File: config.mk
export PLATFORM = sky130hd
export DESIGN_NAME = uk101_sram_arbiter_flat
export DESIGN_NICKNAME = d
export VERILOG_FILES = /design/src/rtl/uk101_sram_pkg.sv /design/src/rtl/uk101_sram_arbiter_if.sv /design/src/rtl/uk101_sram_arbiter.sv /design/src/flat_wrapper.sv
export SDC_FILE = /design/constraint.sdc
export NUM_CORES = 1
export LEC_CHECK = 0
export ABC_AREA = 1
export BUFFER_PORTS_ARGS = -buffer_cell sky130_fd_sc_hd__buf_2
export CAP_MARGIN = 20
export CORE_MARGIN = 8
export CORE_UTILIZATION = 50
export DETAILED_ROUTE_END_ITERATION = 10
export HOLD_SLACK_MARGIN = 0.15
export PLACE_DENSITY = 0.85
export SYNTH_ARGS = -nofsm -noshare
export SYNTH_HDL_FRONTEND = slang
export SYNTH_SLANG_ARGS = --single-unit
File: constraint.sdc
create_clock -name clk -period 5.45 [get_ports clk]
set_input_delay 1.09 -clock clk [delete_from_list [all_inputs] [get_ports clk]]
set_output_delay 1.09 -clock clk [all_outputs]
set_load 0.05 [all_outputs]
File: src/rtl/uk101_sram_pkg.sv
// Shared types and widths for the UK101 SRAM arbiter: FSM states, grant encoding
// and the byte/word data widths.
package uk101_sram_pkg;

    typedef enum logic [1:0] {
        IDLE    = 2'd0,
        ACCESS  = 2'd1,
        RECOVER = 2'd2,
        DONE    = 2'd3
    } state_t;

    typedef enum logic {
        GNT_CPU = 1'b0,
        GNT_VID = 1'b1
    } grant_t;

    localparam int BYTE_W = 8;
    localparam int WORD_W = 16;

endpackage

File: src/rtl/uk101_sram_arbiter_if.sv
// Bundle of CPU, video and SRAM-side signals around the arbiter. The requesters
// and the SRAM model use the master modport; the arbiter uses the slave modport.
interface uk101_sram_arbiter_if #(
    parameter int ADDR_W = 19
);
    import uk101_sram_pkg::*;

    logic                cpu_req;
    logic                cpu_we;
    logic [ADDR_W:0]     cpu_addr;
    logic [BYTE_W-1:0]   cpu_wdata;
    logic [BYTE_W-1:0]   cpu_rdata;
    logic                cpu_ack;

    logic                vid_req;
    logic [ADDR_W-1:0]   vid_addr;
    logic [WORD_W-1:0]   vid_rdata;
    logic                vid_ack;

    logic [ADDR_W-1:0]   sram_a;
    logic [WORD_W-1:0]   sram_d_out;
    logic                sram_d_oe;
    logic [WORD_W-1:0]   sram_d_in;
    logic                sram_wel;
    logic                sram_lbl;
    logic                sram_ubl;

    modport master (
        output cpu_req, cpu_we, cpu_addr, cpu_wdata, vid_req, vid_addr, sram_d_in,
        input  cpu_rdata, cpu_ack, vid_rdata, vid_ack,
        input  sram_a, sram_d_out, sram_d_oe, sram_wel, sram_lbl, sram_ubl
    );

    modport slave (
        input  cpu_req, cpu_we, cpu_addr, cpu_wdata, vid_req, vid_addr, sram_d_in,
        output cpu_rdata, cpu_ack, vid_rdata, vid_ack,
        output sram_a, sram_d_out, sram_d_oe, sram_wel, sram_lbl, sram_ubl
    );

endinterface

File: src/rtl/uk101_sram_arbiter.sv
// Round-robin arbiter sharing one 16-bit async SRAM between a byte-wide CPU port
// and a word-wide video read port.
//   state   | meaning
//   IDLE    | sample requests, latch the winner's address/data
//   ACCESS  | WAIT_CYCLES+1 cycles with address and lane strobes stable
//   RECOVER | write only: WE released, address/data/strobes held one cycle
//   DONE    | one-cycle ack to the granted requester
module uk101_sram_arbiter
    import uk101_sram_pkg::*;
#(
    parameter int WAIT_CYCLES = 1,
    parameter int ADDR_W      = 19
) (
    input  logic                  clk,
    input  logic                  reset,
    uk101_sram_arbiter_if.slave   bus
);

    localparam logic [2:0] WAIT_INIT = 3'(WAIT_CYCLES);

    state_t     state, state_nxt;
    grant_t     grant, last_grant;
    logic [2:0] cnt;
    logic       lat_we;
    logic       lat_lane;
    logic       take_cpu;
    logic       take_vid;
    logic       last_access;

    always_ff @(posedge clk or posedge reset) begin
        if (reset) state <= IDLE;
        else       state <= state_nxt;
    end

    always_comb begin
        state_nxt     = state;
        take_cpu      = 1'b0;
        take_vid      = 1'b0;
        last_access   = (state == ACCESS) && (cnt == 3'd0);
        bus.cpu_ack   = 1'b0;
        bus.vid_ack   = 1'b0;
        bus.sram_wel  = 1'b1;
        bus.sram_lbl  = 1'b1;
        bus.sram_ubl  = 1'b1;
        bus.sram_d_oe = 1'b0;
        case (state)
            IDLE: begin
                // On a tie the requester that was not served last wins.
                take_cpu = bus.cpu_req && (!bus.vid_req || last_grant == GNT_VID);
                take_vid = bus.vid_req && !take_cpu;
                if (take_cpu || take_vid) state_nxt = ACCESS;
            end
            ACCESS: begin
                bus.sram_wel  = !lat_we;
                bus.sram_lbl  = (grant == GNT_CPU) && lat_lane;
                bus.sram_ubl  = (grant == GNT_CPU) && !lat_lane;
                bus.sram_d_oe = lat_we;
                if (last_access) state_nxt = lat_we ? RECOVER : DONE;
            end
            RECOVER: begin
                bus.sram_lbl  = (grant == GNT_CPU) && lat_lane;
                bus.sram_ubl  = (grant == GNT_CPU) && !lat_lane;
                bus.sram_d_oe = lat_we;
                state_nxt     = DONE;
            end
            DONE: begin
                bus.cpu_ack = (grant == GNT_CPU);
                bus.vid_ack = (grant == GNT_VID);
                state_nxt   = IDLE;
            end
            default: state_nxt = IDLE;
        endcase
    end

    always_ff @(posedge clk or posedge reset) begin
        if (reset) begin
            grant          <= GNT_VID;
            last_grant     <= GNT_VID;
            cnt            <= 3'd0;
            lat_we         <= 1'b0;
            lat_lane       <= 1'b0;
            bus.sram_a     <= '0;
            bus.sram_d_out <= '0;
            bus.cpu_rdata  <= '0;
            bus.vid_rdata  <= '0;
        end else begin
            if (take_cpu || take_vid) begin
                grant      <= take_cpu ? GNT_CPU : GNT_VID;
                last_grant <= take_cpu ? GNT_CPU : GNT_VID;
                cnt        <= WAIT_INIT;
                lat_we     <= take_cpu && bus.cpu_we;
                lat_lane   <= take_cpu && bus.cpu_addr[0];
                bus.sram_a <= take_cpu ? bus.cpu_addr[ADDR_W:1] : bus.vid_addr;
                if (take_cpu && bus.cpu_we) bus.sram_d_out <= {2{bus.cpu_wdata}};
            end else if (state == ACCESS && cnt != 3'd0) begin
                cnt <= cnt - 3'd1;
            end
            if (last_access && !lat_we) begin
                if (grant == GNT_CPU)
                    bus.cpu_rdata <= lat_lane ? bus.sram_d_in[15:8] : bus.sram_d_in[7:0];
                else
                    bus.vid_rdata <= bus.sram_d_in;
            end
        end
    end

endmodule

File: src/flat_wrapper.sv
// flat-port wrapper written by rule: the top's interface ports become plain ports
module uk101_sram_arbiter_flat import uk101_sram_pkg::*;
#(
    parameter int WAIT_CYCLES = 1,
    parameter int ADDR_W      = 19
)
  (clk, reset, bus_cpu_req, bus_cpu_we, bus_cpu_addr, bus_cpu_wdata, bus_vid_req, bus_vid_addr, bus_sram_d_in, bus_cpu_rdata, bus_cpu_ack, bus_vid_rdata, bus_vid_ack, bus_sram_a, bus_sram_d_out, bus_sram_d_oe, bus_sram_wel, bus_sram_lbl, bus_sram_ubl);
  uk101_sram_arbiter_if #(.ADDR_W(ADDR_W)) bus_i ();
  input  logic clk;
  input  logic reset;
  input wire logic [$bits(bus_i.cpu_req)-1:0] bus_cpu_req;
  input wire logic [$bits(bus_i.cpu_we)-1:0] bus_cpu_we;
  input wire logic [$bits(bus_i.cpu_addr)-1:0] bus_cpu_addr;
  input wire logic [$bits(bus_i.cpu_wdata)-1:0] bus_cpu_wdata;
  input wire logic [$bits(bus_i.vid_req)-1:0] bus_vid_req;
  input wire logic [$bits(bus_i.vid_addr)-1:0] bus_vid_addr;
  input wire logic [$bits(bus_i.sram_d_in)-1:0] bus_sram_d_in;
  output wire logic [$bits(bus_i.cpu_rdata)-1:0] bus_cpu_rdata;
  output wire logic [$bits(bus_i.cpu_ack)-1:0] bus_cpu_ack;
  output wire logic [$bits(bus_i.vid_rdata)-1:0] bus_vid_rdata;
  output wire logic [$bits(bus_i.vid_ack)-1:0] bus_vid_ack;
  output wire logic [$bits(bus_i.sram_a)-1:0] bus_sram_a;
  output wire logic [$bits(bus_i.sram_d_out)-1:0] bus_sram_d_out;
  output wire logic [$bits(bus_i.sram_d_oe)-1:0] bus_sram_d_oe;
  output wire logic [$bits(bus_i.sram_wel)-1:0] bus_sram_wel;
  output wire logic [$bits(bus_i.sram_lbl)-1:0] bus_sram_lbl;
  output wire logic [$bits(bus_i.sram_ubl)-1:0] bus_sram_ubl;
  assign bus_i.cpu_req = bus_cpu_req;
  assign bus_i.cpu_we = bus_cpu_we;
  assign bus_i.cpu_addr = bus_cpu_addr;
  assign bus_i.cpu_wdata = bus_cpu_wdata;
  assign bus_i.vid_req = bus_vid_req;
  assign bus_i.vid_addr = bus_vid_addr;
  assign bus_i.sram_d_in = bus_sram_d_in;
  assign bus_cpu_rdata = bus_i.cpu_rdata;
  assign bus_cpu_ack = bus_i.cpu_ack;
  assign bus_vid_rdata = bus_i.vid_rdata;
  assign bus_vid_ack = bus_i.vid_ack;
  assign bus_sram_a = bus_i.sram_a;
  assign bus_sram_d_out = bus_i.sram_d_out;
  assign bus_sram_d_oe = bus_i.sram_d_oe;
  assign bus_sram_wel = bus_i.sram_wel;
  assign bus_sram_lbl = bus_i.sram_lbl;
  assign bus_sram_ubl = bus_i.sram_ubl;
  uk101_sram_arbiter #(.WAIT_CYCLES(WAIT_CYCLES), .ADDR_W(ADDR_W)) u_core (.clk(clk), .reset(reset), .bus(bus_i));
endmodule
Word level (Yosys, flattened, before mapping)
Cells that the tools add are included.
{"block": "totals", "n_memories": 0, "inputBits": 68, "latchBits": 0, "romBits": 0, "ram_bits": 0, "regBits": 67}
{"block": "classes", "bitwise": 1, "div_mod_pow": 0, "eq_ne": 5, "n_mux": 17, "n_lt_le_gt_ge": 0, "mul": 0, "n_reduce_logical": 25, "add_sub_neg": 1, "shifts": 0}
{"op": "19-bit two-way mux", "n": 1}
{"op": "1-bit two-way mux", "n": 10}
{"op": "1-bit logical AND", "n": 9}
{"op": "8-bit two-way mux", "n": 1}
{"op": "2-bit case mux with 4 select lines", "n": 1}
{"op": "2-bit AND reduction", "n": 4}
{"op": "3-bit two-way mux", "n": 2}
{"op": "2-bit == test (second input constant)", "n": 2}
{"op": "1-bit zero test", "n": 4}
{"op": "2-bit two-way mux", "n": 2}
{"op": "2-bit by 1-bit != test with 1-bit output (second input constant)", "n": 2}
{"op": "3-bit zero test", "n": 1}
{"op": "1-bit logical OR", "n": 3}
{"op": "3-bit nonzero test", "n": 1}
{"op": "3-bit by 1-bit subtractor with 3-bit output (second input constant)", "n": 1}
{"op": "2-bit by 1-bit == test with 1-bit output (second input constant)", "n": 1}
{"op": "2-bit zero test", "n": 1}
{"op": "2-bit nonzero test", "n": 1}
{"op": "2-bit OR reduction", "n": 1}
{"op": "1-bit inverter", "n": 1}

Longest topological paths before layout
{"block": "logic_depth", "depth_word": 8, "ltp_mapped": 9, "mapped_depth_nobuf": 8}

Worst setup path after synthesis
Ideal clock, no wire load.
{"block": "synth_path", "path_type": "flip-flop to output port", "from": "register u_core.lat_lane", "to": "output port bus_sram_lbl", "required_ns": 4.360, "t_arrival_ns": 1.848, "path_buffers": 2, "setup_slack_ns": 2.512, "path_stages_with_launch": 5, "path_cell_list": "dfrtp_1 -> buf_2 -> clkbuf_1 -> inv_1 -> o21ai_0"}
{"block": "synth_via", "elab_chain_len": 2}
{"element": "start, declared", "line": "uk101_sram_arbiter.sv:25", "text": "logic lat_lane;"}
{"element": "start signal, assigned", "line": "uk101_sram_arbiter.sv:92", "text": "lat_lane <= take_cpu && bus.cpu_addr[0];"}
{"element": "1-bit logical AND", "line": "uk101_sram_arbiter.sv:55, uk101_sram_arbiter.sv:61"}
{"element": "1-bit two-way mux"}
{"element": "end, declared", "line": "flat_wrapper.sv:26", "text": "output wire logic [$bits(bus_i.sram_lbl)-1:0] bus_sram_lbl;"}
No other way between the ends.

Final worst setup path
{"block": "layout_path", "from": "register u_core.state[0]", "to": "register u_core.lat_lane"}
{"block": "layout_via", "elab_chain_len": 3, "word_cells_on_any_way": 5}
{"element": "start, declared", "line": "uk101_sram_arbiter.sv:21", "text": "state_t state, state_nxt;"}
{"element": "start signal, assigned", "line": "uk101_sram_arbiter.sv:32", "text": "else state <= state_nxt;"}
{"element": "2-bit zero test (*)", "line": "uk101_sram_arbiter.sv:46", "text": "case (state)"}
{"element": "1-bit two-way mux", "line": "uk101_sram_arbiter.sv:46"}
{"element": "1-bit logical AND / 1-bit logical OR (equally long branches)", "line": "uk101_sram_arbiter.sv:92, uk101_sram_arbiter.sv:87"}
Mark *: on every way between the ends. The rest lies on a longest branch, timed or not.
A chain may end at the register's enable or synchronous reset.

==> out/results.tsv <==
stage	metric	value	unit
clock_network	clock_latency	0.33	ns
synth	async_reset_ff_share	100	%
sta	fmax	0.340	GHz
clock_network	clk_pin_slew_worst_paths	0.07	ns
clock_network	cts_made_buffers	9	
synth	avgSynthCellArea	7.84	um^2
die	die_h	92.0	um
synth	synth_top_family_by_area	simple AND/OR/NAND/NOR gates	
status	outcome	completed	
setup_path	end_kind	flop	
sta	fin_crit	2.94	ns
placed_design	io_buffers	132	
sta	finalCritPeriodShare	54.0	%
setup_path	crit_required	5.63	ns
clock_network	cts_resized	0	
final_layout	layout-drive-gt1-share	32.2	%
routing	drc_errors	0	
routing	via_per_inst	5.00	
synth	synth_mux_area_share	0	%
global_route	grt_max_degree	60	
placed_design	dp_hpwl	5980	um
synth	yosys-top-cells-area	dfrtp_1 (50%), nand2_1 (21%), nand3_1 (5.5%)	
sta	slew_headroom	46.0	%
die	rows	27	
job	maxCapViolations	0	
min_path	hp-class	flop to flop	
global_route	overflow	0	
clock_network	cts_setup_buffers	0	
placed_design	gp_congestion	0.810	
routing	num_vias	2817	
synth	synth-xor-area-share	0	%
synth	synth_commonest_cells	nand2_1 (161), dfrtp_1 (58), nand3_1 (32)	
sta	final_max_slew_viol_count	0	
clock_network	cts_num_sinks	59	
sta	tightest_slew	0.811	ns
global_route	grt_pass1_vias	2904	
synth	synth_top_area_share	50.2	%
synth	synth_area	0.00289	mm^2
synth	synth-edff-count	0	
die	die_w	92.0	um
routing	ant_nets	0	
setup_path	critPathKind	flop to flop	
clock_network	cts_max_level	3	
synth	yosys.area_share.simple	32.5	%
global_route	grt_usage	19.3	%
setup_path	arrival	3.12	ns
final_layout	multiInputGateArea	0.00117	mm^2
die	io_pins	133	
synth	synthAdderAreaFrac	2.16	%
clock_network	cts_tree	yes	
routing	drt_wl_total	7850	um
routing	dr.pass1.iters	4	
sta	finalSetupViolations	0	
final_layout	finish.net_count	559	
routing	drtIter0Drc	101	
final_layout	fill_cells	491	
synth	ys_warn_count	0	
synth	ys_seq_area_share	51.1	%
synth	ys_seq_elements	59	
synth	synth_most_common_cell	nand2_1	
sta	fin_tns_setup	0	ns
final_layout	stdcell_area	0.00370	mm^2
synth	synth_top_flop_cell	dfrtp_1	
clock_network	ctsHoldBuffers	0	
sta	rsz0062_at_grt	no	
global_route	antenna_found_initial	0	
final_layout	areaGrowthSynthToFinish	27.9	%
setup_path	cp-start-kind	flop	
final_layout	num_antenna_cells	0	
synth	syn_nets	442	
setup_path	cp_max_fo	23	
die	floorplan.initialDensity	52.2	%
clock_network	root_buffer	clkbuf_8	
routing	detail_route.wl_per_cell	13.9	um
synth	yosysTopAreaCell	dfrtp_1	
global_route	grt_pass1_wl	13400	um
clock_network	cts_buffer_depth	2	
synth	syn-instance-count	369	
synth	synth_compound_area_share	5.71	%
final_layout	regArea	0.00148	mm^2
die	die_area	0.00847	mm^2
synth	post_synth_num_cell_types	19	
die	core	0.00554	mm^2
placed_design	place_area	0.00350	mm^2
sta	hold_viol_final	0	
sta	fin_skew	0.00661	ns
==> cell usage in the layout, fill, tap and decap left out, drive strengths merged <==
master and instances:
a21oi 5, nand3 33, dfrtp 58, nand2 161, bufinv 1, ha 5, buf 134, nand4 20
clkbuf 11, o21ai 28, clkinvlp 1, or2 2, nor2 3, clkinv 3, inv 25, dfstp 1
==> path summary, 6_finish.rpt <==
check                      slack, ns                     from  cells after the start                   endpoint
max in group asynchronous       4.02                    reset                      3    u_core.bus.cpu_rdata[0]
max                             2.51          u_core.state[0]                      5            u_core.lat_lane
min reg2reg                     0.48  u_core.bus.vid_rdata[3]                      2    u_core.bus.vid_rdata[3]
min in group asynchronous       0.95                    reset                      3  u_core.bus.sram_d_out[12]
min                             0.48  u_core.bus.vid_rdata[3]                      2    u_core.bus.vid_rdata[3]
max reg2reg                     2.51          u_core.state[0]                      5            u_core.lat_lane
==> cell type report <==
| cell class | count | share of cell area, % |
|---|---|---|
| clock buffers | 11 | 3.82 |
| clock inverters | 5 | 1.42 |
| inverters | 25 | 2.54 |
| multi-input cells | 257 | 31.5 |
| flip-flops and latches | 59 | 40.0 |
| well taps | 72 | 2.44 |
| repair buffers | 134 | 18.3 |
==> stage by stage <==
stage,hold slack (ns),setup slack (ns),util [%],instances
after floorplan,0.474,2.51,-,369
after global placement,0.453,2.43,63.2,547
after detailed placement,0.457,2.27,63.2,547
after CTS,0.473,2.47,66.7,563
after global routing,0.499,2.11,66.7,563
final,0.476,2.51,66.7,563
==> worst max-delay path: stages (launching register included) <==
cell and delay, ns:
dfrtp_1 0.43, inv_1 0.09, ha_1 0.69, nand2_1 0.64, nand2_1 0.75, o21ai_0 0.18
==> cells by family after synthesis <==
logic type	count (synthesis)
DFF	59
AOI/OAI and AO/OA	33
buffers and inverters	53
and+or+nand+nor	219
adders and majority gates	5
==> sequential cells by signal, summed over array words and instances (netlist names) <==
register and flops:
u_core.bus.sram_a 19, u_core.lat_we 1, u_core.cnt 3, u_core.bus.sram_d_out 8, u_core.grant 1, u_core.lat_lane 1, u_core.state 2, u_core.bus.vid_rdata 16
u_core.bus.cpu_rdata 8
==> routing by layer <==
metal	wire, um	part of all wire, %	track usage [%]
met5	0	0	0
met4	141	1.8	8.86
met3	856	11	7.91
met2	3520	45	29.1
met1	3330	42	23.6
Power is not shown: default switching activity piles up to over one toggle a cycle in this logic, so the estimate is an artifact.
